--- src/rtl/id_ex_stage.sv ---
// ----------------------------------------------------------------------------
// id_ex_stage
//   Pipeline register between the decode (D) and execute (E) stages of an
//   in-order core. Captures the decoded control bits, operands, PC values and
//   register indices once per clock and presents them to the execute stage.
//
//   Per-edge priority: reset_n low > FlushE > StallE > normal load.
//   - Flush inserts a bubble: every E output goes to zero.
//   - Stall holds every E register, including ValidE.
//   - Normal load copies D to E. Side-effecting control bits (RegWrite,
//     MemWrite, Jump, Branch) are qualified with ValidD. RegWrite is also
//     suppressed for writes to x0.
//   BubbleCount counts edges that load a bubble (a flush, or a load with
//   ValidD=0). It saturates at all-ones.
//
// Ports
//   clk, reset_n           clock and asynchronous active-low reset
//   StallE, FlushE         hazard-unit controls for the E stage
//   ValidD                 decode stage holds a real instruction
//   RegWriteD..AluSrcD     1-bit decode controls
//   ResultSrcD [1:0]       result-select control
//   AluControlD [2:0]      ALU operation
//   RD1D, RD2D, PCD,
//   ImmExtD, PCPlus4D      XLEN-bit data fields
//   Rs1D, Rs2D, RdD [4:0]  register indices
//   *E outputs             registered copies, driven straight from flops
//   BubbleCount [15:0]     saturating count of bubbles entering E
// ----------------------------------------------------------------------------
module id_ex_stage #(
    parameter int unsigned XLEN = 32
) (
    input  logic            clk,
    input  logic            reset_n,

    input  logic            StallE,
    input  logic            FlushE,

    input  logic            ValidD,
    input  logic            RegWriteD,
    input  logic            MemWriteD,
    input  logic            JumpD,
    input  logic            BranchD,
    input  logic            AluSrcD,
    input  logic [1:0]      ResultSrcD,
    input  logic [2:0]      AluControlD,
    input  logic [XLEN-1:0] RD1D,
    input  logic [XLEN-1:0] RD2D,
    input  logic [XLEN-1:0] PCD,
    input  logic [XLEN-1:0] ImmExtD,
    input  logic [XLEN-1:0] PCPlus4D,
    input  logic [4:0]      Rs1D,
    input  logic [4:0]      Rs2D,
    input  logic [4:0]      RdD,

    output logic            ValidE,
    output logic            RegWriteE,
    output logic            MemWriteE,
    output logic            JumpE,
    output logic            BranchE,
    output logic            AluSrcE,
    output logic [1:0]      ResultSrcE,
    output logic [2:0]      AluControlE,
    output logic [XLEN-1:0] RD1E,
    output logic [XLEN-1:0] RD2E,
    output logic [XLEN-1:0] PCE,
    output logic [XLEN-1:0] ImmExtE,
    output logic [XLEN-1:0] PCPlus4E,
    output logic [4:0]      Rs1E,
    output logic [4:0]      Rs2E,
    output logic [4:0]      RdE,

    output logic [15:0]     BubbleCount
);

    // Qualified control values presented on a normal load.
    logic reg_write_load;
    logic mem_write_load;
    logic jump_load;
    logic branch_load;

    // A bubble enters E on a flush, or on a non-stalled load of an invalid slot.
    logic bubble_edge;
    logic count_full;

    always_comb begin
        // ValidD is the first term so a 0 there masks X on the other inputs
        // when the decode slot is empty.
        reg_write_load = ValidD & RegWriteD & (RdD != 5'd0);
        mem_write_load = ValidD & MemWriteD;
        jump_load      = ValidD & JumpD;
        branch_load    = ValidD & BranchD;

        bubble_edge    = FlushE | (~StallE & ~ValidD);
        count_full     = (BubbleCount == 16'hFFFF);
    end

    // Control and valid bits.
    always_ff @(posedge clk or negedge reset_n) begin
        if (!reset_n) begin
            ValidE      <= 1'b0;
            RegWriteE   <= 1'b0;
            MemWriteE   <= 1'b0;
            JumpE       <= 1'b0;
            BranchE     <= 1'b0;
            AluSrcE     <= 1'b0;
            ResultSrcE  <= '0;
            AluControlE <= '0;
        end else if (FlushE) begin
            ValidE      <= 1'b0;
            RegWriteE   <= 1'b0;
            MemWriteE   <= 1'b0;
            JumpE       <= 1'b0;
            BranchE     <= 1'b0;
            AluSrcE     <= 1'b0;
            ResultSrcE  <= '0;
            AluControlE <= '0;
        end else if (!StallE) begin
            ValidE      <= ValidD;
            RegWriteE   <= reg_write_load;
            MemWriteE   <= mem_write_load;
            JumpE       <= jump_load;
            BranchE     <= branch_load;
            AluSrcE     <= AluSrcD;
            ResultSrcE  <= ResultSrcD;
            AluControlE <= AluControlD;
        end
    end

    // Data fields and register indices.
    always_ff @(posedge clk or negedge reset_n) begin
        if (!reset_n) begin
            RD1E     <= '0;
            RD2E     <= '0;
            PCE      <= '0;
            ImmExtE  <= '0;
            PCPlus4E <= '0;
            Rs1E     <= '0;
            Rs2E     <= '0;
            RdE      <= '0;
        end else if (FlushE) begin
            RD1E     <= '0;
            RD2E     <= '0;
            PCE      <= '0;
            ImmExtE  <= '0;
            PCPlus4E <= '0;
            Rs1E     <= '0;
            Rs2E     <= '0;
            RdE      <= '0;
        end else if (!StallE) begin
            RD1E     <= RD1D;
            RD2E     <= RD2D;
            PCE      <= PCD;
            ImmExtE  <= ImmExtD;
            PCPlus4E <= PCPlus4D;
            Rs1E     <= Rs1D;
            Rs2E     <= Rs2D;
            RdE      <= RdD;
        end
    end

    // Saturating bubble counter.
    always_ff @(posedge clk or negedge reset_n) begin
        if (!reset_n) begin
            BubbleCount <= '0;
        end else if (bubble_edge && !count_full) begin
            BubbleCount <= BubbleCount + 16'd1;
        end
    end

endmodule

--- config.mk ---
export PLATFORM = sky130hd
export DESIGN_NAME = id_ex_stage
export DESIGN_NICKNAME = d
export VERILOG_FILES = /design/src/rtl/id_ex_stage.sv
export SDC_FILE = /design/constraint.sdc
export NUM_CORES = 1
export LEC_CHECK = 0
export ABC_CLOCK_PERIOD_IN_PS = 1800
export CORE_ASPECT_RATIO = 0.9
export CORE_MARGIN = 10
export CORE_UTILIZATION = 37
export DETAILED_ROUTE_END_ITERATION = 10
export GPL_TIMING_DRIVEN = 0
export PLACE_DENSITY = 0.88
export SETUP_SLACK_MARGIN = 0.2
export SLEW_MARGIN = 20
export SYNTH_ARGS = -nofsm -noshare
export SYNTH_HDL_FRONTEND = slang
export SYNTH_SLANG_ARGS = --single-unit
--- constraint.sdc ---
create_clock -name clk -period 1.8 [get_ports clk]
set_input_delay 0.36 -clock clk [delete_from_list [all_inputs] [get_ports clk]]
set_output_delay 0.36 -clock clk [all_outputs]
set_load 0.02 [all_outputs]
==> metrics.yaml <==
run_status:
  status: "complete, no violations"
setup_path:
  critPathMaxStageDelay_ns: 0.49
  cp.required_ns: 2.20
  path_buf_inv: 2
  path_cells: "nand4_1, or4_4, buf_6, buf_6, nand4b_1, xnor2_1"
  crit_start: "BubbleCount[15]"
  crit_path_max_fanout: 5
  rrSetupSlack_ns: 0.06
  r2r_end: "BubbleCount[7]"
  crit_top_cell: "buf_6"
  slowest_stage: "or4_4"
  r2r_cells: 6
  endpoint_kind: "flip-flop"
  worst-setup-path-type: "reg -> reg"
  cp-start-kind: "flip-flop"
  crit_arrival_ns: 2.13
  timing.rr.start: "BubbleCount[15]"
  timing.critical_path.max_delay_family: "simple AND/OR/NAND/NOR gates"
timing:
  fin_crit_ns: 1.738
  max-slew-margin-rel: 0.5651
  clock_skew_ns: 0.004124
  finalSetupTns_ns: 0
  setup_viol: 0
  period_share: 0.9656
  hold_ws_ns: 0.2965
  worstMarginPinSlew_ns: 0.6523
  hold_violations: 0
  slew_violations: 0
  rsz0062_at_grt: "true"
  clock.fmax_ghz: 0.5753
clock_network:
  h-tree-depth: 1
  cts_inserted_buffers: 23
  cts.clk_slew.worst_paths_ns: 0.06
  clkLatencyLatePin_ns: 0.49
  clock_path_buffers: 3
  clkSinkCount: 202
  cts_tree: "built"
  root_buffer: "clkbuf_16"
yosys:
  syn_area_per_cell_um2: 12.19
  synth-compound-area-share: 0.01622
  synth_nets: 868
  yosysUniqueCellTypes: 35
  synth_top_family_by_area: "multiplexers"
  syn-instance-count: 677
  synthSimpleGateAreaFrac: 0.1116
  muxShareOfSynthArea: 0.2254
  netlist_area_mm2: 0.008253
  synth_fa_ha_area_frac: 0.001516
  synthXorXnorAreaFrac: 0.009551
  ys_seq_area_frac: 0.6125
  yosys_warnings: 0
  yosys_register_bits: 202
pwr:
  max-vdd-ir-drop_mv: 0.7225
  p_per_area_mw_per_mm2: 941.8
  p_leak_nw: 6.872
drt:
  vias: 6918
  ant_nets: 0
  detail_route.wl_per_cell_um: 21.19
  drc_errors: 0
  routed_via_density: 4.834
  first_iter_violations: 342
  wirelength_um: 30320
  drtPass1Iterations: 4
floorplanning:
  rows: 51
  start_util: 0.3793
  dieArea_mm2: 0.02869
  coreArea_mm2: 0.02176
  die_h_um: 161.7
  die_width_um: 177.4
  io-pin-count: 392
global_routing:
  track_usage: 0.1973
  antenna_found_initial: 1
  grt_max_degree: 93
  first_global_vias: 7445
  grt_pass1_wl_um: 44520
  grt.overflow.total: 0
placement:
  dp_hpwl_um: 22840
  io_buffers: 389
  placed_area_mm2: 0.01259
  dp_cells: 1359
  routabilityCongestion: 0.8447
hold_path:
  hold_class: "in -> async"
finish:
  final_nets: 1314
  final_cells: 1431
  syn2layout_area_growth_pct: 64.63
  fillCellCount: 1703
  final_area_mm2: 0.01359
  drive_gt1_frac: 0.1378
run:
  maxCapViolCount: 0
==> layout make-up <==
cell class / instances / area, um^2 / area share
Sequential cell: 202 / 5071 / 0.3732
Antenna cell: 1 / 2.502 / 0.0001842
Clock inverter: 7 / 113.9 / 0.008380
Buffer: 42 / 185.2 / 0.01363
Tap cell: 291 / 364.1 / 0.02680
Clock buffer: 34 / 706.9 / 0.05203
Multi-Input combinational cell: 431 / 3092 / 0.2276
Timing Repair Buffer: 421 / 4044 / 0.2976
Inverter: 2 / 7.507 / 0.0005525
==> stage by stage <==
| step | setup slack [ns] | util | power, W |
|---|---|---|---|
| floorplan | -0.003797 | - | 0.006287 |
| global placement | -8.930 | 0.5760 | 0.007656 |
| detailed placement | -0.5005 | 0.5787 | 0.007745 |
| CTS | 0.08672 | 0.6138 | 0.01270 |
| global route | 0.03926 | 0.6243 | 0.01328 |
| finish | 0.06184 | 0.6244 | 0.01280 |
==> Yosys cell counts <==
| library cell | count | area (um^2) |
|---|---|---|
| nand4b_1 | 1 | 8.760 |
| dfrtp_1 | 202 | 5055 |
| a22oi_1 | 3 | 22.52 |
| or2_1 | 1 | 6.260 |
| nand3_1 | 1 | 5.000 |
| ha_1 | 1 | 12.51 |
| inv_1 | 2 | 7.510 |
| and3_1 | 2 | 12.51 |
| or4_4 | 1 | 11.26 |
| mux2_4 | 1 | 15.01 |
| mux2i_1 | 181 | 1812 |
| a31oi_1 | 1 | 6.260 |
| nor3_1 | 2 | 10.01 |
| o21bai_4 | 1 | 18.77 |
| nand2b_1 | 1 | 6.260 |
| nor4_1 | 2 | 12.51 |
| nor2b_1 | 2 | 12.51 |
| clkbuf_1 | 20 | 75.07 |
| a211oi_1 | 1 | 7.510 |
| a41oi_1 | 2 | 17.52 |
| nand4_4 | 2 | 42.54 |
| buf_1 | 1 | 3.750 |
| and4_1 | 1 | 8.760 |
| nor3b_2 | 1 | 12.51 |
| nand4_1 | 4 | 25.02 |
| xnor2_1 | 6 | 52.55 |
| buf_2 | 21 | 105.1 |
| nor2_1 | 188 | 705.7 |
| nand2_1 | 9 | 33.78 |
| xor2_1 | 3 | 26.28 |
| a21oi_1 | 6 | 30.03 |
| or4_1 | 1 | 7.510 |
| o21ai_4 | 1 | 16.27 |
| mux2_2 | 3 | 33.78 |
| o211ai_1 | 2 | 15.01 |
==> routing by layer <==
layer | track usage | vias up | share of wire
met5 | 0 | - | 0
met3 | 0.05262 | 55 | 0.074
met4 | 0.05263 | 0 | 0.029
met1 | 0.2273 | 3431 | 0.38
met2 | 0.3531 | 259 | 0.51
li1 | - | 3173 | -
==> cells by family (layout without fill, tap and decap cells) <==
family,count (synthesis),after routing
and+or+nand+nor,219,219
DFF,202,202
muxes,185,185
buffers and inverters,44,506
AOI/OAI and AO/OA,17,17
xor gates and xnor gates,9,9
adders and majority gates,1,1
other,0,1
==> repair_timing <==
action                                  in CTS  in global routing
pin swaps                                    6                 12
gates resized for setup                    266                144
buffers inserted                            19                  9
hold endpoints to repair                    26                  0
hold buffers                                 1                  0
endpoints found under the setup margin     207                153
cloned                                       0                  1
==> flip-flops by register name, summed over array words and instances, names as in the netlist <==
register and cells:
AluControlE 3, ValidE 1, PCPlus4E 32, Rs1E 5
RD1E 32, BubbleCount 16, RD2E 32, JumpE 1
RegWriteE 1, Rs2E 5, AluSrcE 1, PCE 32
MemWriteE 1, ImmExtE 32, ResultSrcE 2, BranchE 1
RdE 5
==> layout by cell type, fill, tap and decap left out, drive strengths merged, types with 2 or more instances in the layout <==
cell type,n
a21oi,6
a22oi,3
a41oi,2
and3,2
buf,66
bufinv,3
clkbuf,66
clkdlybuf4s15,94
clkdlybuf4s50,186
clkinv,3
dfrtp,202
dlygate4sd2,84
inv,3
mux2,4
mux2i,181
nand2,9
nand4,6
nor2,188
nor2b,2
nor3,2
nor4,2
o211ai,2
or4,2
xnor2,6
xor2,3
==> how the worst max path moves through the flow <==
stage | slack (ns) | cells past startpoint | endpoint
floorplan | -0.004 | 5 | BubbleCount[1]
global placement | -8.93 | 1 | BubbleCount[1]
detailed placement | -0.50 | 5 | BubbleCount[14]
CTS | 0.09 | 5 | BubbleCount[1]
global route | 0.04 | 7 | BubbleCount[7]
finish | 0.06 | 6 | BubbleCount[7]
==> where the power goes <==
group / switching, W / total (W) / internal, W
Clock: 0.00187 / 0.00501 / 0.00314
Combinational: 0.00137 / 0.00268 / 0.00130
Sequential: 0.000240 / 0.00511 / 0.00487
Total: 0.00348 / 0.0128 / 0.00932
(Power assumes the default switching activity.)
